<file path="config.mk">
export PLATFORM = sky130hd
export DESIGN_NAME = row_pe_arbiter
export DESIGN_NICKNAME = d
export VERILOG_FILES = /design/src/rtl/row_pe_pkg.sv /design/src/rtl/row_pe_arbiter_owner_fifo.sv /design/src/rtl/row_pe_arbiter.sv
export SDC_FILE = /design/constraint.sdc
export NUM_CORES = 1
export LEC_CHECK = 0
export ABC_AREA = 1
export CELL_PAD_IN_SITES_DETAIL_PLACEMENT = 1
export CELL_PAD_IN_SITES_GLOBAL_PLACEMENT = 1
export CORE_ASPECT_RATIO = 1.5
export CORE_UTILIZATION = 20
export DETAILED_ROUTE_END_ITERATION = 7
export PLACE_DENSITY_LB_ADDON = 0.1
export SLEW_MARGIN = 20
export SYNTH_ARGS = -nofsm -noshare
export SYNTH_HDL_FRONTEND = slang
export SYNTH_SLANG_ARGS = --single-unit
</file>
<file path="constraint.sdc">
create_clock -name i_clk -period 1.95 [get_ports i_clk]
set_input_delay 0.39 -clock i_clk [delete_from_list [all_inputs] [get_ports i_clk]]
set_output_delay 0.39 -clock i_clk [all_outputs]
set_load 0.03 [all_outputs]
</file>
<file path="src/rtl/row_pe_pkg.sv">
// Shared types for the row_pe arbiter: FSM state encoding and requester-id width helper.
package row_pe_pkg;

  typedef enum logic {
    ST_IDLE  = 1'b0,
    ST_GRANT = 1'b1
  } arb_state_t;

  localparam int STAT_W = 16;

  // Never narrower than one bit so two requesters still get a usable id.
  function automatic int id_w(input int n);
    return (n <= 2) ? 1 : $clog2(n);
  endfunction

endpackage

</file>
<file path="src/rtl/row_pe_arbiter_owner_fifo.sv">
// In-order FIFO of row owners; head is the requester whose result row the PE emits next.
module owner_fifo #(
  parameter int W     = 2,
  parameter int DEPTH = 2
) (
  input  logic         i_clk,
  input  logic         i_rst_n,
  input  logic         i_push,
  input  logic [W-1:0] i_push_id,
  input  logic         i_pop,
  output logic [W-1:0] o_head,
  output logic         o_full,
  output logic         o_empty
);

  localparam int AW = $clog2(DEPTH);

  logic [AW:0]  r_wptr;
  logic [AW:0]  r_rptr;
  logic [W-1:0] r_mem [DEPTH];
  logic         w_do_push;
  logic         w_do_pop;

  assign o_empty   = (r_wptr == r_rptr);
  assign o_full    = (r_wptr[AW] != r_rptr[AW]) && (r_wptr[AW-1:0] == r_rptr[AW-1:0]);
  assign w_do_pop  = i_pop & ~o_empty;
  assign w_do_push = i_push & (~o_full | w_do_pop);
  assign o_head    = r_mem[r_rptr[AW-1:0]];

  always_ff @(posedge i_clk) begin
    if (!i_rst_n) begin
      r_wptr <= '0;
      r_rptr <= '0;
    end else begin
      if (w_do_push) r_wptr <= r_wptr + 1'b1;
      if (w_do_pop)  r_rptr <= r_rptr + 1'b1;
    end
  end

  always_ff @(posedge i_clk) begin
    if (w_do_push) r_mem[r_wptr[AW-1:0]] <= i_push_id;
  end

endmodule

</file>
<file path="src/rtl/row_pe_arbiter.sv">
// Row-granular round-robin arbiter sharing one row_pe between N_REQ streams.
// Optional per-requester row/frame counters with ROW_PE_ARB_STATS_EN.
module row_pe_arbiter
  import row_pe_pkg::*;
#(
  parameter int DATA_W    = 8,
  parameter int N_REQ     = 3,
  parameter int OWN_DEPTH = 2
) (
  input  logic                      i_clk,
  input  logic                      i_rst_n,
  input  logic [N_REQ-1:0]          i_req_vld,
  input  logic [N_REQ-1:0]          i_req_eor,
  input  logic [N_REQ-1:0]          i_req_eof,
  input  logic [N_REQ*DATA_W-1:0]   i_req_data,
  output logic [N_REQ-1:0]          o_req_rdy,
  output logic                      o_pe_vld,
  output logic                      o_pe_eor,
  output logic                      o_pe_eof,
  output logic [DATA_W-1:0]         o_pe_data,
  input  logic                      i_pe_rdy,
  input  logic                      i_pe_vld,
  input  logic                      i_pe_eor,
  input  logic                      i_pe_eof,
  input  logic [DATA_W-1:0]         i_pe_data,
  output logic                      o_pe_rdy,
  output logic [N_REQ-1:0]          o_res_vld,
  output logic [N_REQ-1:0]          o_res_eor,
  output logic [N_REQ-1:0]          o_res_eof,
  output logic [DATA_W-1:0]         o_res_data,
  input  logic [N_REQ-1:0]          i_res_rdy,
  output logic                      o_err,
  output logic [N_REQ*STAT_W-1:0]   o_stat_rows,
  output logic [N_REQ*STAT_W-1:0]   o_stat_frames
);

  localparam int ID_W = id_w(N_REQ);

  arb_state_t      r_state, w_state_nxt;
  logic [ID_W-1:0] r_grant_id, w_grant_nxt;
  logic [ID_W-1:0] r_rr_ptr, w_rr_nxt;
  logic [ID_W-1:0] w_win_id;
  logic            w_win_vld;
  logic            w_eor_acc;
  logic            w_push, w_pop, w_full, w_empty;
  logic [ID_W-1:0] w_own_id;
  logic            r_err;

  owner_fifo #(.W(ID_W), .DEPTH(OWN_DEPTH)) u_owner_fifo (
    .i_clk     (i_clk),
    .i_rst_n   (i_rst_n),
    .i_push    (w_push),
    .i_push_id (r_grant_id),
    .i_pop     (w_pop),
    .o_head    (w_own_id),
    .o_full    (w_full),
    .o_empty   (w_empty)
  );

  // First valid requester at or after rr_ptr, searching cyclically.
  always_comb begin
    int idx;
    w_win_vld = 1'b0;
    w_win_id  = '0;
    for (int i = 0; i < N_REQ; i++) begin
      idx = (int'(r_rr_ptr) + i) % N_REQ;
      if (!w_win_vld && i_req_vld[idx]) begin
        w_win_vld = 1'b1;
        w_win_id  = ID_W'(idx);
      end
    end
  end

  always_comb begin
    o_req_rdy = '0;
    o_pe_vld  = 1'b0;
    o_pe_eor  = 1'b0;
    o_pe_eof  = 1'b0;
    o_pe_data = i_req_data[int'(r_grant_id)*DATA_W +: DATA_W];
    if (r_state == ST_GRANT) begin
      o_pe_vld              = i_req_vld[r_grant_id];
      o_pe_eor              = i_req_eor[r_grant_id];
      o_pe_eof              = i_req_eof[r_grant_id];
      o_req_rdy[r_grant_id] = i_pe_rdy;
    end
  end

  assign w_eor_acc = (r_state == ST_GRANT) & o_pe_vld & i_pe_rdy & o_pe_eor;

  always_comb begin
    w_state_nxt = r_state;
    w_grant_nxt = r_grant_id;
    w_rr_nxt    = r_rr_ptr;
    w_push      = 1'b0;
    case (r_state)
      ST_IDLE: begin
        if (w_win_vld && !w_full) begin
          w_state_nxt = ST_GRANT;
          w_grant_nxt = w_win_id;
        end
      end
      ST_GRANT: begin
        if (w_eor_acc) begin
          w_state_nxt = ST_IDLE;
          w_push      = 1'b1;
          w_rr_nxt    = (r_grant_id == ID_W'(N_REQ-1)) ? '0 : r_grant_id + 1'b1;
        end
      end
      default: w_state_nxt = ST_IDLE;
    endcase
  end

  always_ff @(posedge i_clk) begin
    if (!i_rst_n) begin
      r_state    <= ST_IDLE;
      r_grant_id <= '0;
      r_rr_ptr   <= '0;
    end else begin
      r_state    <= w_state_nxt;
      r_grant_id <= w_grant_nxt;
      r_rr_ptr   <= w_rr_nxt;
    end
  end

  // With no owner recorded the PE output is drained and flagged as an error.
  always_comb begin
    o_res_vld  = '0;
    o_res_eor  = '0;
    o_res_eof  = '0;
    o_res_data = i_pe_data;
    o_pe_rdy   = 1'b1;
    w_pop      = 1'b0;
    if (!w_empty) begin
      o_res_vld[w_own_id] = i_pe_vld;
      o_res_eor[w_own_id] = i_pe_eor;
      o_res_eof[w_own_id] = i_pe_eof;
      o_pe_rdy            = i_res_rdy[w_own_id];
      w_pop               = i_pe_vld & i_res_rdy[w_own_id] & i_pe_eor;
    end
  end

  always_ff @(posedge i_clk) begin
    if (!i_rst_n)                r_err <= 1'b0;
    else if (w_empty & i_pe_vld) r_err <= 1'b1;
  end

  assign o_err = r_err;

`ifdef ROW_PE_ARB_STATS_EN
  logic [STAT_W-1:0] r_stat_rows   [N_REQ];
  logic [STAT_W-1:0] r_stat_frames [N_REQ];

  always_ff @(posedge i_clk) begin
    if (!i_rst_n) begin
      for (int k = 0; k < N_REQ; k++) begin
        r_stat_rows[k]   <= '0;
        r_stat_frames[k] <= '0;
      end
    end else if (w_pop) begin
      r_stat_rows[w_own_id] <= r_stat_rows[w_own_id] + 1'b1;
      if (i_pe_eof) r_stat_frames[w_own_id] <= r_stat_frames[w_own_id] + 1'b1;
    end
  end

  always_comb begin
    o_stat_rows   = '0;
    o_stat_frames = '0;
    for (int k = 0; k < N_REQ; k++) begin
      o_stat_rows[k*STAT_W +: STAT_W]   = r_stat_rows[k];
      o_stat_frames[k*STAT_W +: STAT_W] = r_stat_frames[k];
    end
  end
`else
  assign o_stat_rows   = '0;
  assign o_stat_frames = '0;
`endif

endmodule

</file>
==> metrics, run 1 <==
status=finished clean; Fin. Hold Viols=0; Crit Path Max Fanout=6; cell leakage power=approximately 1.3 nW; H-tree levels=1; DRT iter0 DRCs=27; pin count of the biggest net entering global routing=9; data arrival time of the critical path=between 1000 and 1500 ps; vias in the first global route=between 1500 and 2000; CP bufs+invs=5; fin. max-slew vios=0; worst vdd ir=roughly 0.25 mV; hold_buf cts=0; initial antenna violation count=0; Final Non-Filler Cells=526; crit-path cells=buf_6 > inv_1 > nor2_2 > buf_12 > nand2_1 > nand3_2 > nand2_1 > inv_1 > buf_6; fin util=about a quarter; Port-buffer cells=66; Cell Area, Placed=around 0.0025 sq mm; required time of the critical path=approximately 1600 ps; core box area=between 0.01 and 0.015 sq mm; clk root buf=clkbuf_16; clock tree from TritonCTS=built; Ant. Diodes=0; Unique masters post-synth=30; Netlist Area Pre-Place=roughly 0.0021 sq mm; fin area=between 0.002 and 0.003 sq mm; fillcell total=~1300; First-pass DRT Iterations=4; number of max-cap violations=0; register area share after synthesis=around 16%; setup tns final=0 ps; std cell rows=between 40 and 50; Syn Area/Cell=6.60 sq um; clock latency at the later pin of the worst-skew pair=~250 ps; Num CTS Buffers=3; io pins=around 180; crit-path leading delay family=buffers and inverters; die area=roughly 0.011 sq mm; hpwl dp=roughly 4.7 mm; clk sinks=15; Area Overhead vs Synth=26.9%; Final #Nets=440; clk_skew=around 5.6 ps; critical path's largest stage delay=340 ps; DR vias/cell=roughly 3.4; starting density of the core=just over 20%; Clk pin slew, worst setup/hold paths=50 ps; drt wl/cell=approximately 10 um; crit path kind=reg2out; Die W=around 86 um; Final setup viols=0; RSZ-0062 raised after global routing=true; GRT Residual Overflow=0; Yosys warnings=0; register bit count reported by yosys=15; period utilization=94.2%; Synth Instances=around 320; Clock Tree Buf Depth=2; DRC=0; Antenna Nets Post-Route=0; first-pass GRT wire length=8.21 mm; via count=approximately 1800; Tot GR Track Use=9.58%; # placed instances=520; die height=roughly 130 um; fmax=~540 MHz; fraction of layout cells with a size suffix above 1=about a fifth; RePlAce Congestion=~0.72; Final Critical Period=between 1500 and 2000 ps; min-delay worst type=reg2reg; Worst Setup End Kind=output port; WL final=roughly 5.3 mm; Critical-path top delay cell=dfxtp_2; Power Density=between 600 and 700 mW/mm^2; CP Launch Type=flop
## worst reg2reg max path, cell delays in order (launching register included)
cell	delay [ps]
dfxtp_1	410
inv_1	110
ha_1	240
or2_1	250
a21oi_2	220
nand3_1	150
nand2_2	120
inv_2	40
nand2_1	70
a21oi_2	50
## path summary, 6_finish.rpt
check           startpoint       endpoint  slack [ps]  cells past startpoint
max          r_grant_id[0]       o_pe_eor         110                      9
min                  o_err          o_err         450                      2
max reg2reg    r_rr_ptr[1]  r_grant_id[1]         180                      9
min reg2reg          o_err          o_err         450                      2
## cells by family (layout without fill, tap and decap cells)
family                     count (synthesis)  in the layout  synth area share, %
buffers and inverters                    140            112                 44.3
adders and majority gates                  4              4                 2.38
other                                      1             96                0.179
and+or+nand+nor                          133            133                 29.7
xor gates and xnor gates                   4              4                 1.67
DFF                                       15             15                 16.2
AOI/OAI and AO/OA                         21             21                 5.60
## what timing repair did
action / 4_1_cts / 5_1_grt
resized for setup: 3 / 18
setup endpoints to repair: 4 / 22
endpoints found under the hold margin: 0 / 0
pin swaps: 1 / 1
buffers inserted: 2 / 0
gates cloned: 0 / 0
## placed cells by master (no fill, tap or decap), types with 2 or more instances in the layout
cell type	netlist	routed
conb_1	1	96
nand2_1	69	69
clkdlybuf4s50_1	0	41
buf_4	104	27
inv_1	24	23
nor2_1	22	19
nand3_1	18	18
a21oi_1	13	12
inv_2	8	9
nand2_2	8	8
nor2_2	3	6
dfxtp_2	0	6
dfxtp_1	11	5
nand3_2	4	4
a21oi_2	3	4
buf_6	1	4
edfxtp_1	4	4
o21ai_0	4	3
ha_1	4	3
clkbuf_16	0	3
nand2_4	2	2
nand3b_1	2	2
xor2_1	3	2
buf_12	0	2
## cell type report
cell class,count,area (sq um),share of cell area [%]
inverters,33,129,4.84
flip-flops and latches,15,348,13.1
well taps,141,176,6.62
repair buffers,75,707,26.5
clock buffers,4,78.8,2.96
multi-input cells,258,1220,46.0
## cell usage after synthesis
library cell | number | area [sq um]
nand3_1 | 18 | 90.1
buf_2 | 1 | 5.00
ha_1 | 4 | 50.1
xnor2_1 | 1 | 8.76
edfxtp_1 | 4 | 120
a31oi_1 | 1 | 6.26
nor3_2 | 1 | 10.0
nor2_2 | 3 | 18.8
nand2_2 | 8 | 50.1
nand3b_1 | 2 | 15.0
clkinv_4 | 1 | 8.76
clkbuf_1 | 1 | 3.75
a21oi_1 | 13 | 65.1
buf_6 | 1 | 11.3
nand2_1 | 69 | 259
inv_1 | 24 | 90.1
a21oi_2 | 3 | 26.3
nor2_1 | 22 | 82.6
conb_1 | 1 | 3.75
nor3_1 | 1 | 5.00
nand2_4 | 2 | 22.5
nand4_1 | 1 | 6.26
dfxtp_1 | 11 | 220
or2_1 | 1 | 6.26
xor2_1 | 3 | 26.3
o21ai_0 | 4 | 20.0
nand3_4 | 1 | 17.5
nand3_2 | 4 | 40.0
buf_4 | 104 | 781
inv_2 | 8 | 30.0
## sequential cells by signal, indices dropped and copies added, names as in the netlist, named ones only
register,cells
u_owner_fifo.r_mem,4
r_grant_id,2
r_rr_ptr,2
u_owner_fifo.r_rptr,2
u_owner_fifo.r_wptr,2
o_err,1
r_state,1
## report_power, final
part	internal (mW)	total [mW]	switching [mW]
clock	0.277	0.401	0.125
sequential	0.339	0.356	0.0168
combinational	0.277	0.866	0.589
total	0.893	1.62	0.730
## stage by stage
stage | hold WS [ps] | setup slack, ps | power, mW
2_1_floorplan | 475 | 326 | 1.11
3_3_place_gp | 445 | 8.89 | 1.20
3_5_place_dp | 456 | -20.6 | 1.20
4_1_cts | 464 | 2.23 | 1.63
5_1_grt | 516 | -4.06 | 1.73
6_report | 454 | 113 | 1.62
## per-layer routing
metal / vias to the layer above / wire, um / global-route usage, %
met3: 8 / 458 / 2.33
li1: 909 / - / -
met5: - / 0 / 0
met1: 779 / 1810 / 9.01
met4: 0 / 53 / 2.94
met2: 106 / 3000 / 19.7
(Power assumes the default switching activity.)
==> inputs of run 2 (changes only) <==
--- a/config.mk
+++ b/config.mk
@@ -10,6 +10,7 @@
 export CELL_PAD_IN_SITES_GLOBAL_PLACEMENT = 1
 export CORE_ASPECT_RATIO = 1.5
 export CORE_UTILIZATION = 20
+export CTS_CLUSTER_DIAMETER = 100
 export DETAILED_ROUTE_END_ITERATION = 7
 export PLACE_DENSITY_LB_ADDON = 0.1
 export SLEW_MARGIN = 20
==> constraint.sdc (replaced) <==
create_clock -name i_clk -period 1.75 [get_ports i_clk]
set_input_delay 0.35 -clock i_clk [delete_from_list [all_inputs] [get_ports i_clk]]
set_output_delay 0.35 -clock i_clk [all_outputs]
set_load 0.03 [all_outputs]
==> metrics, run 2 (synthesized netlist as in run 1, its figures left out) <==
Fin. Hold Viols=0 (unchanged); commonest non-fill, non-tap cell in the layout=conb_1; Tot GR Track Use=10.0% (+0.44 points); clk_skew=1.39 ps (-4.23 ps); number of max-cap violations=0 (unchanged); crit path kind=reg2out; fillcell total=1337 (+2.3%); WL final=5.62 mm (+5.5%); fmax=between 500 and 600 MHz; vias in the first global route=1867 (+5.4%); GRT Residual Overflow=0 (unchanged); via count=1931 (+7.2%); fin. max-slew vios=0 (unchanged); pin count of the biggest net entering global routing=10 (+1); max reg flops=4 (unchanged); data arrival time of the critical path=1360 ps (-90 ps); cell leakage power=1.55 nW (+15%); Final Critical Period=between 1500 and 2000 ps; CP Launch Type=flop; status=finished clean; Worst Setup End Kind=output port; starting density of the core=20.6% (unchanged); DR vias/cell=3.49 (+1.9%); H-tree levels=1 (unchanged); met1 usage=9.72% (+0.71 points); Die W=85.7 um (unchanged); clk sinks=15 (unchanged); Antenna Nets Post-Route=0 (unchanged); period utilization=97.9%; worst hold slack=457 ps (+2.45 ps); Port-buffer cells=66 (unchanged); DRT iter0 DRCs=34 (+26%); First-pass DRT Iterations=4 (unchanged); GRT busiest layer=met2; # placed instances=535 (+2.9%); grt met2 use=20.4% (+0.71 points); die area=0.0109 sq mm (unchanged); required time of the critical path=1400 ps (-160 ps); Crit Path Max Fanout=4 (-2); worst vdd ir=0.294 mV (+20%); Clock Tree Buf Depth=2 (unchanged); min-delay worst type=reg2reg; RePlAce Congestion=0.726 (+0.69%); die height=127 um (unchanged); initial antenna violation count=0 (unchanged); PnR worst setup slack=36.6 ps (-76.8 ps); std cell rows=45 (unchanged); drt wl/cell=10.2 um (+0.39%); pre-CTS WS=-113 ps (-92.5 ps); DRC=0 (unchanged); clock tree from TritonCTS=built; fraction of layout cells with a size suffix above 1=35.2% (+14 points); M3 GR Usage=2.91% (+0.58 points); clk root buf=clkbuf_16; Power Density=637 mW/mm^2 (+4.6%); Num CTS Buffers=3 (unchanged); io pins=179 (unchanged); Final Non-Filler Cells=553 (+5.1%); RSZ-0062 raised after global routing=true; Clk pin slew, worst setup/hold paths=50 ps (about the same); Final setup viols=0 (unchanged); clock latency at the later pin of the worst-skew pair=250 ps (about the same); most frequent cells in the layout=conb_1 (96), nand2_1 (57), buf_4 (42), clkdlybuf4s50_1 (39), inv_1 (19); first-pass GRT wire length=8.71 mm (+6.0%); core box area=0.0102 sq mm (unchanged); Final #Nets=467 (+6.1%); hpwl dp=4.84 mm (+2.8%); Ant. Diodes=0 (unchanged); Area Overhead vs Synth=46.3%
run 2: cell count changes in the layout (fill, tap and decap cells not counted), moves of 5 or more:
cell     delta
buf_4      +15
buf_6      +14
nand2_1    -12
nor2_1     -10
nand2_2     +8
nor2_2      +6
dfxtp_4     +5
nand3_1     -5
run 2: cell type report:
class                           count  area (sq um)  share of cell area (%)
Multi-Input combinational cell    258          1380                    45.0
Timing Repair Buffer              102           938                    30.5
Sequential cell                    15           363                    11.8
Tap cell                          141           176                    5.74
Inverter                           33           131                    4.28
Clock buffer                        3          75.1                    2.44
Clock inverter                      1          5.00                   0.163
run 2: path summary, 6_finish.rpt:
path / startpoint / endpoint / slack [ps] / cells past startpoint
worst max-delay path: r_grant_id[0] / o_pe_data[1] / 40 / 7
worst min register to register: o_err / o_err / 460 / 2
worst min-delay path: o_err / o_err / 460 / 2
worst max register to register: r_rr_ptr[0] / r_grant_id[1] / 130 / 9
run 2: repair_timing:
item                                    4_1_cts  5_1_grt
setup buffers                                 5       10
endpoints found under the setup margin       20       22
hold buffers                                  0        0
resized for setup                            26       64
pin swaps                                     5       24
run 2: metrics by stage:
stage,util [%],total power [mW],TNS [ps],instance area (sq um)
3_5_place_dp,25.5,1.37,-757,2600
5_1_grt,30.1,2.07,-191,3070
4_1_cts,27.3,1.90,0,2780
2_1_floorplan,-,1.23,0,2460
6_report,30.1,1.96,0,3070
3_3_place_gp,25.5,1.37,-738,2600
run 2: worst max-delay path, cell delays in order, from the launching register on:
cell and delay (ps):
dfxtp_4 370, buf_6 130, nor2_4 160, buf_6 130, buf_6 90, nand2_2 40, nand3_2 60, buf_6 130
run 2: power by group:
group	internal, mW	switching [mW]	total (mW)
Sequential	0.373	0.0235	0.397
Clock	0.306	0.154	0.459
Combinational	0.398	0.704	1.10
Total	1.08	0.881	1.96
run 2: per-layer routing:
metal	vias to the layer above	share of wire [%]	wire length, um
li1	961	-	-
met1	854	34	1920
met2	107	56	3170
met3	9	8.6	485
met4	0	0.78	44
met5	-	0	0
==> inputs of run 3 (changes only) <==
--- a/config.mk
+++ b/config.mk
@@ -13,6 +13,8 @@
 export CTS_CLUSTER_DIAMETER = 100
 export DETAILED_ROUTE_END_ITERATION = 7
 export PLACE_DENSITY_LB_ADDON = 0.1
+export RECOVER_POWER = 100
+export REMOVE_ABC_BUFFERS = 1
 export SLEW_MARGIN = 20
 export SYNTH_ARGS = -nofsm -noshare
 export SYNTH_HDL_FRONTEND = slang
==> metrics, run 3 (synthesized netlist as in run 1, its figures left out) <==
status=finished clean; Antenna Nets Post-Route=0 (unchanged); std cell rows=45 (unchanged); clock latency at the later pin of the worst-skew pair=240 ps (about the same); H-tree levels=1 (unchanged); clk_skew=2.13 ps (+0.744 ps); die height=127 um (unchanged); setup tns final=0 ps (unchanged); Final setup viols=0 (unchanged); Die W=85.7 um (unchanged); DRT iter0 DRCs=28 (-18%); Design Power=1.91 mW (-2.4%); Final Critical Period=1690 ps (-24.4 ps); Fin. Hold Viols=0 (unchanged); io pins=179 (unchanged); period utilization=96.5% (-1.4 points); reg2reg path depth=9 (unchanged); WL final=5.58 mm (-0.75%); DRC=0 (unchanged); DR vias/cell=3.47 (-0.60%); most frequent cells in the layout=conb_1 (96), nand2_1 (64), buf_4 (47), clkdlybuf4s50_1 (39), inv_1 (23); starting density of the core=20.6% (unchanged); Power Density=646 mW/mm^2 (+1.3%); clock tree from TritonCTS=built; worst hold slack=451 ps (-6.12 ps); cell leakage power=1.51 nW (-2.8%); Worst Setup End Kind=output port; fraction of layout cells with a size suffix above 1=29.4% (-5.8 points); clk root buf=clkbuf_16; Area Overhead vs Synth=40.9%; RePlAce Congestion=0.742 (+2.2%); CP Launch Type=flop; Ant. Diodes=0 (unchanged); FF/Latch Area=359 sq um (-1.0%); Final Non-Filler Cells=552 (-0.18%); Num CTS Buffers=3 (unchanged); pin count of the biggest net entering global routing=10 (unchanged); Clock Tree Buf Depth=2 (unchanged); # placed instances=532 (-0.56%); clk sinks=15 (unchanged); Clk pin slew, worst setup/hold paths=50 ps (about the same); Final #Nets=466 (-0.21%); core box area=0.0102 sq mm (unchanged); hold_buf cts=0 (unchanged); via count=1916 (-0.78%); Multi-input gate area=0.00130 sq mm (-6.0%); data arrival time of the critical path=1340 ps (-20 ps); number of max-cap violations=0 (unchanged); max reg flops=4 (unchanged); fmax=592 MHz (+1.4%); vias in the first global route=1831 (-1.9%); crit path kind=reg2out; required time of the critical path=1400 ps (about the same); die area=0.0109 sq mm (unchanged); GRT Residual Overflow=0 (unchanged); fillcell total=1292 (-3.4%); Tot GR Track Use=9.80% (-0.23 points); drt wl/cell=10.1 um (-0.57%); hpwl dp=4.75 mm (-1.9%); worst hold stages=2 (unchanged); Crit Path Max Fanout=6 (+2); Port-buffer cells=66 (unchanged); min-delay worst type=reg2reg; first-pass GRT wire length=8.48 mm (-2.6%); initial antenna violation count=0 (unchanged); fin. max-slew vios=0 (unchanged); First-pass DRT Iterations=4 (unchanged); RSZ-0062 raised after global routing=true; worst vdd ir=0.209 mV (-29%); commonest non-fill, non-tap cell in the layout=conb_1
## run 3: per-layer routing
| layer | global-route usage, % | share of wire, % |
|---|---|---|
| met1 | 9.96 | 33 |
| met2 | 19.2 | 59 |
| met3 | 2.13 | 6.6 |
| met4 | 3.53 | 1.4 |
| met5 | 0 | 0 |
## run 3: final timing paths
path	from	to	slack, ps
worst max-delay path	u_owner_fifo.r_rptr[0]	o_res_eof[2]	60
worst min-delay path	o_err	o_err	450
worst max register to register	r_rr_ptr[1]	r_grant_id[1]	100
worst min register to register	o_err	o_err	450
## run 3: what timing repair did
item | 4_1_cts | 5_1_grt
endpoints found under the setup margin | 20 | 26
hold endpoints to repair | 0 | 0
buffers inserted | 7 | 8
gates cloned | 0 | 1
pin swaps | 5 | 8
gates resized for setup | 16 | 40
## run 3: where the power goes
part	total (mW)	switching (mW)	leakage, nW	internal (mW)
Combinational	1.07	0.692	1.34	0.379
Sequential	0.398	0.0225	0.133	0.375
Clock	0.443	0.135	0.0382	0.308
## run 3: critical path, stage by stage, from the launching register on
cell,delay (ps)
dfxtp_4,370
xor2_2,170
nor2_2,70
inv_2,120
nand2_2,90
nor2_1,100
buf_4,170
## run 3: area by class of cell
cell class                 count  share of cell area (%)
clock buffer                   4                    2.66
inverter                      33                    4.44
multi-input combinational    258                    43.9
sequential                    15                    12.1
tap                          141                    5.96
timing repair buffer         101                    30.9
## run 3: through the flow
stage / setup slack (ps) / utilization, % / cell area [sq um]
floorplan: 37.1 / - / 1660
global placement: -83.8 / 25.4 / 2590
detailed placement: -111 / 25.4 / 2590
CTS: -15.2 / 27.1 / 2760
global route: -18.7 / 29.0 / 2960
finish: 61.0 / 29.0 / 2960
